### src/rtl/seg7_pkg.sv
// Shared constants for the seven-segment scanner: digit count, blank codes
// and the active-low hex segment table.
package seg7_pkg;

    localparam int NUM_DIGITS = 8;

    localparam logic [6:0]            SEG_BLANK = 7'h7F;
    localparam logic [NUM_DIGITS-1:0] AN_OFF    = 8'hFF;

    // Index = nibble value, entry = {g,f,e,d,c,b,a}, active-low.
    localparam logic [15:0][6:0] SEG_LUT = {
        7'h0E, 7'h06, 7'h21, 7'h46, 7'h03, 7'h08, 7'h10, 7'h00,
        7'h78, 7'h02, 7'h12, 7'h19, 7'h30, 7'h24, 7'h79, 7'h40
    };

endpackage

### src/rtl/hex_to_seg7.sv
// Combinational hex nibble to active-low seven-segment decoder.
module hex_to_seg7
    import seg7_pkg::*;
(
    input  logic [3:0] nibble_i,
    output logic [6:0] seg_o
);

    assign seg_o = SEG_LUT[nibble_i];

endmodule

### src/rtl/seg7_display_scanner.sv
// Eight-digit multiplexed hex display scanner with frame-aligned commit of
// new values, optional leading-zero blanking and an anode guard interval.
module seg7_display_scanner
    import seg7_pkg::*;
#(
    parameter int REFRESH_DIV  = 100000,
    parameter int GUARD_CYCLES = 4
) (
    input  logic                  clk,
    input  logic                  reset,
    input  logic                  wr_en,
    input  logic [31:0]           wr_data,
    input  logic                  blank_lz,
    output logic [6:0]            ledOut,
    output logic [NUM_DIGITS-1:0] Anodeselect,
    output logic                  pending,
    output logic [31:0]           active_value
);

    localparam int PW = (REFRESH_DIV > 1) ? $clog2(REFRESH_DIV) : 1;
    localparam int DW = $clog2(NUM_DIGITS);

    localparam logic [PW-1:0] PRE_LAST   = PW'(REFRESH_DIV - 1);
    localparam logic [PW-1:0] GUARD_END  = PW'(GUARD_CYCLES);
    localparam logic [DW-1:0] LAST_DIGIT = DW'(NUM_DIGITS - 1);

    logic [PW-1:0]           prescaler_q, prescaler_d;
    logic [DW-1:0]           digit_idx_q, digit_idx_d;
    logic [31:0]             shadow_q, shadow_d;
    logic [31:0]             active_q, active_d;
    logic                    pending_q, pending_d;
    logic [NUM_DIGITS-1:0]   an_q, an_d;
    logic [6:0]              seg_q, seg_d;

    logic                    slot_end;
    logic                    frame_end;
    logic [3:0]              cur_nibble;
    logic [6:0]              cur_seg;
    logic [31:0]             upper_bits;
    logic                    blanked;
    logic                    in_guard;

    assign slot_end   = (prescaler_q == PRE_LAST);
    assign frame_end  = slot_end && (digit_idx_q == LAST_DIGIT);
    assign cur_nibble = active_q[{digit_idx_q, 2'b00} +: 4];

    hex_to_seg7 u_hex_to_seg7 (
        .nibble_i (cur_nibble),
        .seg_o    (cur_seg)
    );

    always_comb begin
        prescaler_d = slot_end ? '0 : prescaler_q + PW'(1);
        digit_idx_d = slot_end ? digit_idx_q + DW'(1) : digit_idx_q;

        shadow_d  = shadow_q;
        active_d  = active_q;
        pending_d = pending_q;

        if (wr_en) begin
            shadow_d  = wr_data;
            pending_d = 1'b1;
        end

        // A write landing on the boundary cycle bypasses the shadow so it is
        // not held back a whole frame.
        if (frame_end) begin
            if (wr_en) begin
                active_d  = wr_data;
                pending_d = 1'b0;
            end else if (pending_q) begin
                active_d  = shadow_q;
                pending_d = 1'b0;
            end
        end
    end

    always_comb begin
        upper_bits = active_q >> {digit_idx_q, 2'b00};
        blanked    = blank_lz && (digit_idx_q != '0) && (upper_bits == 32'h0);
        in_guard   = (prescaler_q < GUARD_END);

        an_d  = AN_OFF;
        seg_d = SEG_BLANK;
        if (!in_guard && !blanked) begin
            an_d  = ~(NUM_DIGITS'(1) << digit_idx_q);
            seg_d = cur_seg;
        end
    end

    always_ff @(posedge clk) begin
        if (reset) begin
            prescaler_q <= '0;
            digit_idx_q <= '0;
            shadow_q    <= '0;
            active_q    <= '0;
            pending_q   <= 1'b0;
            an_q        <= AN_OFF;
            seg_q       <= SEG_BLANK;
        end else begin
            prescaler_q <= prescaler_d;
            digit_idx_q <= digit_idx_d;
            shadow_q    <= shadow_d;
            active_q    <= active_d;
            pending_q   <= pending_d;
            an_q        <= an_d;
            seg_q       <= seg_d;
        end
    end

    assign ledOut       = seg_q;
    assign Anodeselect  = an_q;
    assign pending      = pending_q;
    assign active_value = active_q;

endmodule

### config.mk
export PLATFORM = sky130hd
export DESIGN_NAME = seg7_display_scanner
export DESIGN_NICKNAME = d
export VERILOG_FILES = /design/src/rtl/seg7_pkg.sv /design/src/rtl/hex_to_seg7.sv /design/src/rtl/seg7_display_scanner.sv
export SDC_FILE = /design/constraint.sdc
export NUM_CORES = 1
export LEC_CHECK = 0
export BUFFER_PORTS_ARGS = -buffer_cell sky130_fd_sc_hd__buf_2
export CAP_MARGIN = 20
export CORE_ASPECT_RATIO = 0.6
export CORE_UTILIZATION = 50
export DETAILED_ROUTE_END_ITERATION = 10
export PLACE_DENSITY = 0.8
export SLEW_MARGIN = 15
export SYNTH_ARGS = -nofsm -noshare
export SYNTH_HDL_FRONTEND = slang
export SYNTH_SLANG_ARGS = --single-unit
### constraint.sdc
create_clock -name clk -period 5 [get_ports clk]
set_clock_uncertainty 0.2 [all_clocks]
set_input_delay 0.5 -clock clk [delete_from_list [all_inputs] [get_ports clk]]
set_output_delay 0.5 -clock clk [all_outputs]
set_load 0.01 [all_outputs]
# Word-level counts from Yosys, hierarchy flattened
# Memory sizes are Yosys's and may differ from the RTL's. A register that Yosys moved wholly into a read port is not among the register bits.
# Index checks and enable logic that the tools add are counted.
[classes] bitwise_logic=2 n_addsub=2 magnitude_cmp=1 n_eq_ne=2 reduce_logical=12 mux=6 n_shift=3
[ops] op="two-way mux 32 bit" count=2
[ops] op="zero test 32 bit" count=1
[ops] op="variable part select 32 x 6 -> 4 bit" count=1
[ops] op=">> shifter 32 x 5 -> 32 bit" count=1
[ops] op="adder 17 x 1 -> 17 bit, second input constant" count=1
[ops] op="== test 17 bit, second input constant" count=1
[ops] op="< comparator 17 x 3 -> 1 bit, second input constant" count=1
[ops] op="NOT 8 bit" count=1
[ops] op="<< shifter 1 x 3 -> 8 bit, first input constant" count=1
[ops] op="logical AND 1 bit" count=4
[ops] op="two-way mux 1 bit" count=4
[ops] op="OR reduction 2 bit" count=2
[ops] op="adder 3 x 1 -> 3 bit, second input constant" count=1
[ops] op="== test 3 bit, second input constant" count=1
[ops] op="nonzero test 3 bit" count=1
[ops] op="zero test 1 bit" count=2
[ops] op="AND reduction 2 bit" count=1
[ops] op="nonzero test 2 bit" count=1
[ops] op="NOT 1 bit" count=1
[word_totals] reg_bits=93 mem_count=1 romBits=112 elab_cells=35
[memory_table] memory="(no name shown)" depth=16 width=7 read_ports=1 rd_ports_with_merged_regs=1 write_ports=0 line_no="hex_to_seg7.sv:9" rtl="assign seg_o = SEG_LUT[nibble_i];"

# Longest topological paths before layout
[logic_depth] depth_word=7 mapped_depth=11 mapped_depth_nobuf=8

# Hierarchy
# A second synthesis with hierarchy kept.
[hier_totals] cells_unflattened=534 area_unflattened_um2=4893.4
[modules_own_cells] module="seg7_display_scanner" n_inst=1 area_per_inst_um2=4640.7 seq_area_each_um2=2001.9 cells_each=503
[modules_own_cells] module="hex_to_seg7" n_inst=1 area_per_inst_um2=252.7 seq_area_each_um2=0.0 cells_each=31

# Worst setup path after synthesis
# Ideal clock, no wire load.
[synth_path] kind="flip-flop to flip-flop" startpoint="reg digit_idx_q[1]" endpoint="reg an_q[3] (netlist: Anodeselect[3])" required_ns=4.728 n_path_buf=3 period_less_slack_ns=2.840 stages_incl_launch_ff=12 setup_time_ns=0.072 t_arrival_ns=2.568 path_slack_ns=2.160 cell_sequence="dfxtp_1 > buf_6 > buf_2 > mux4_2 > mux2_2 > inv_1 > ha_1 > inv_1 > nor4_4 > a31oi_1 > buf_6 > o21ai_1"
[synth_via] elab_chain_len=7 word_cells_on_any_way=11
[synth_lines] element="from (decl)" line_no="seg7_display_scanner.sv:28" rtl="logic [DW-1:0] digit_idx_q, digit_idx_d;"
[synth_lines] element="from (signal assigned)" line_no="seg7_display_scanner.sv:102" rtl="digit_idx_q <= digit_idx_d;"
[synth_lines] element=">> shifter 32 x 5 -> 32 bit / nonzero test 3 bit (equally long branches)" line_no="seg7_display_scanner.sv:79, seg7_display_scanner.sv:80"
[synth_lines] element="zero test 32 bit / logical AND 1 bit (equally long branches)" line_no="seg7_display_scanner.sv:80" rtl="blanked = blank_lz && (digit_idx_q != '0) && (upper_bits == 32'h0);"
[synth_lines] element="logical AND 1 bit" line_no="seg7_display_scanner.sv:80"
[synth_lines] element="zero test 1 bit" line_no="seg7_display_scanner.sv:85" rtl="if (!in_guard && !blanked) begin"
[synth_lines] element="logical AND 1 bit" line_no="seg7_display_scanner.sv:85"
[synth_lines] element="NOT 1 bit (no source line)"
[synth_lines] element="OR reduction 2 bit (no source line)"
[synth_lines] element="to (signal assigned)" line_no="seg7_display_scanner.sv:106" rtl="an_q <= an_d;"
[synth_lines] element="to (decl)" line_no="seg7_display_scanner.sv:32" rtl="logic [NUM_DIGITS-1:0] an_q, an_d;"
# Several ways; a longest one is shown, not always the timed one.
# A chain may end at the register's enable or synchronous reset.

# Final worst setup path
[layout_path] startpoint="reg digit_idx_q[1]" endpoint="reg seg_q[0] (netlist: ledOut[0])"
[layout_via] elab_chain_len=7 word_cells_on_any_way=10
[layout_lines] element=">> shifter 32 x 5 -> 32 bit / nonzero test 3 bit (equally long branches)" line_no="seg7_display_scanner.sv:79, seg7_display_scanner.sv:80"
[layout_lines] element="zero test 32 bit / logical AND 1 bit (equally long branches)" line_no="seg7_display_scanner.sv:80"
[layout_lines] element="logical AND 1 bit" line_no="seg7_display_scanner.sv:80"
[layout_lines] element="zero test 1 bit" line_no="seg7_display_scanner.sv:85"
[layout_lines] element="logical AND 1 bit" line_no="seg7_display_scanner.sv:85"
[layout_lines] element="NOT 1 bit (no source line)"
[layout_lines] element="OR reduction 2 bit (no source line)"
[layout_lines] element="to (decl)" line_no="seg7_display_scanner.sv:33" rtl="logic [6:0] seg_q, seg_d;"
# Several ways; a longest one is shown, not always the timed one.

==> flow_summary.json <==
{
  "max_stage_delay_ns": 0.87,
  "post-route-period-util_pct": 71.48,
  "crit_type": "flip-flop to flip-flop",
  "status": "finished, final reports clean",
  "multi_input_area_um2": 2180,
  "area_growth_pct": 17.28,
  "dr.pass1.iters": 4,
  "initial_core_util_pct": 53.38,
  "cp.arrival_ns": 3.64,
  "leakage_uw": 0.002102,
  "overflow": 0,
  "synth_cell_types": 47,
  "pwr-share-comb_pct": 4.6,
  "synthCells": 458,
  "die_x_um": 122.5,
  "maxCapViolCount": 0,
  "ys_ff_latch": 100,
  "power.switching_uw": 337.0,
  "h-tree-depth": 3,
  "cts_sinks": 100,
  "drtIter0Drc": 333,
  "yosys_warnings": 0,
  "p_sw_share_pct": 21.08,
  "grt.total_usage_pct": 24.07,
  "grt_pass1_vias": 3111,
  "worstMarginPinSlew_ns": 0.9012,
  "grt_pass1_wl_um": 16340,
  "antenna_found_initial": 0,
  "chipHeight_um": 74.32,
  "worstSetupStartpointType": "flip-flop",
  "path_clk_slew_ns": 0.07,
  "holdCritPathClass": "input port to flip-flop",
  "cts_tree": "done",
  "syn_area_um2": 4358,
  "synth_mux_area_share_pct": 14.76,
  "num-nets-final": 572,
  "cp_cell_sequence": "mux4_2, mux2i_1, ha_1, inv_1, nor4_4, a31oi_1, o221ai_1",
  "critPathCaptureType": "flip-flop",
  "synth-simple-area-share_pct": 16.42,
  "cts_setup_buffers": 0,
  "hold_viol_final": 0,
  "cp_slowest_cell": "dfxtp_1",
  "synth-xor-area-share_pct": 3.417,
  "nFillCells": 698,
  "fin_tns_setup_ns": 0,
  "ant_nets": 0,
  "core_um2": 8164,
  "report.final.slew_viol_count": 0,
  "seqPwrFrac_pct": 51.5,
  "cts_buffers": 9,
  "dp_hpwl_um": 7459,
  "crit_family": "multiplexers",
  "cts_hold_buffers": 0,
  "syn-num-nets": 506,
  "post_cts_resized": 0,
  "gp_congestion": 0.9101,
  "post_route_cells_drive_above_1_share_pct": 21.93,
  "clock_power_share_pct": 43.9,
  "synthFlopType": "dfxtp_1",
  "final_cells": 637,
  "regToRegSetupSlack_ns": 1.43,
  "post-route-min-period_ns": 3.574,
  "relSlewSlack_pct": 39.64,
  "crit_start": "digit_idx_q[1]$_SDFFE_PP0N_",
  "fmax_ghz": 0.2798,
  "drc": 0,
  "dp.cells": 621,
  "setup_violations": 0,
  "regArea_um2": 2002,
  "cp_data_required_time_ns": 5.07,
  "hp-start": "wr_data[21]",
  "port_buffers": 83,
  "ios": 84,
  "powerDensity_nw_per_um2": 312.7,
  "clock_latency_ns": 0.35,
  "vias": 3486,
  "dieArea_um2": 9105,
  "synth_compound_area_share_pct": 11.63,
  "avgRoutedWirePerCell_um": 16.09,
  "synthArstFlopShare_pct": 0,
  "num_antenna_cells": 0,
  "synth_top_family_by_area": "simple AND/OR/NAND/NOR gates",
  "crit_fanout": 19,
  "grt_start_max_net_pins": 72,
  "max-vdd-ir-drop_mv": 0.2291,
  "ys_seq_area_share_pct": 45.94,
  "rsz0062_at_grt": "false",
  "cts-root-buf": "clkbuf_16",
  "worst-path-buf-inv": 1,
  "synthAdderAreaFrac_pct": 3.445,
  "synth_area_per_cell_um2": 9.515,
  "num_rows": 25,
  "timing.rr.start": "digit_idx_q[1]$_SDFFE_PP0N_",
  "wl_um": 10250,
  "max-clock-path-buffers": 2,
  "synth_edf_count": 0,
  "internal_power_uw": 1261,
  "vias_per_cell": 5.473
}
## layer usage
metal / global-route usage [%] / vias to the layer above / wire [um]
met5: 0 / - / 0
met4: 7.724 / 0 / 110
met3: 8.282 / 12 / 865
met2: 33.46 / 130 / 4162
met1: 34.69 / 1584 / 5112
li1: - / 1760 / -
## cells in the mapped netlist (all sizes together), types with 2 or more instances
library cell  number  area (um^2)
dfxtp            100         2002
nor2              99        371.6
mux2i             42        432.9
a211oi            33        247.7
clkbuf            16        60.06
buf               15        78.83
nand3             15        75.07
inv               14        52.55
ha                12        150.1
nand2             12        45.04
nor3              12        60.06
xnor2             11        96.34
nor4              10        77.57
o21ai              9        45.04
mux4               8        183.9
a21oi              7        35.03
xor2               6        52.55
a22oi              5        37.54
nand4              5        31.28
o211ai             4        30.03
a31oi              2        12.51
mux2               2        26.27
o221ai             2        17.52
or3                2        12.51
## worst paths after layout
path	to	depth (start not counted)
hold reg to reg	prescaler_q[0]$_SDFF_PP0_	1
hold / removal	shadow_q[21]$_SDFFE_PP0P_	3
setup / recovery	ledOut[0]$_SDFF_PP1_	7
setup reg to reg	ledOut[0]$_SDFF_PP1_	7
## registers in the layout, summed over array words and instances, names as in the netlist
register / flops
Anodeselect: 8
shadow_q: 32
prescaler_q: 17
ledOut: 7
pending: 1
digit_idx_q: 3
active_value: 32
## layout by cell type (no fill, tap or decap), drive strengths merged, types with 2 or more instances in the layout
| cell | n |
|---|---|
| nand2 | 12 |
| or3 | 2 |
| clkinv | 2 |
| nor2 | 99 |
| mux2i | 42 |
| nor4 | 10 |
| mux2 | 2 |
| ha | 12 |
| xor2 | 6 |
| buf | 86 |
| dfxtp | 100 |
| clkbuf | 12 |
| xnor2 | 11 |
| o221ai | 2 |
| o21ai | 9 |
| a21oi | 7 |
| nor3 | 12 |
| a211oi | 33 |
| inv | 14 |
| nand4 | 5 |
| nand3 | 15 |
| mux4 | 8 |
| o211ai | 4 |
| a22oi | 5 |
| a31oi | 2 |
## power by group through the flow
| stage | clock [uW] | combinational, uW | sequential [uW] |
|---|---|---|---|
| floorplan | 0 | 48.1 | 841 |
| global placement | 0 | 72.6 | 840 |
| detailed placement | 0 | 74.7 | 841 |
| CTS | 720 | 75.1 | 823 |
| global route | 749 | 82.5 | 824 |
| finish | 702 | 74.0 | 823 |
## worst reg2reg max path, stage by stage, from the launching register on
cell and delay (ns):
dfxtp_1 0.87, mux4_2 0.60, mux2i_1 0.47, ha_1 0.33
inv_1 0.09, nor4_4 0.29, a31oi_1 0.35, o221ai_1 0.30
## cell type report
cell class	instances	area share (%)
Clock buffer	12	5.018
Clock inverter	4	0.9302
Inverter	14	1.028
Multi-Input combinational cell	313	42.64
Sequential cell	100	39.17
Tap cell	108	2.644
Timing Repair Buffer	86	8.568
## logic make-up after synthesis
| logic type | count (synthesis) |
|---|---|
| simple gates | 161 |
| flops | 100 |
| compound gates | 71 |
| mux | 52 |
| buf+inv | 45 |
| xor+xnor | 17 |
| fa+ha+maj | 12 |
## stage by stage
stage	util [%]	setup WS (ns)	hold WS [ns]	cell area (um^2)	power [uW]
floorplan	-	2.160	0.2295	4358	888.9
global placement	58.88	1.582	0.2461	4807	912.8
detailed placement	58.88	1.445	0.2590	4807	915.9
CTS	62.61	1.429	0.2043	5111	1618
global route	62.61	1.139	0.2129	5111	1656
finish	62.61	1.426	0.2157	5111	1598
Power figures use the tool's default switching activity.
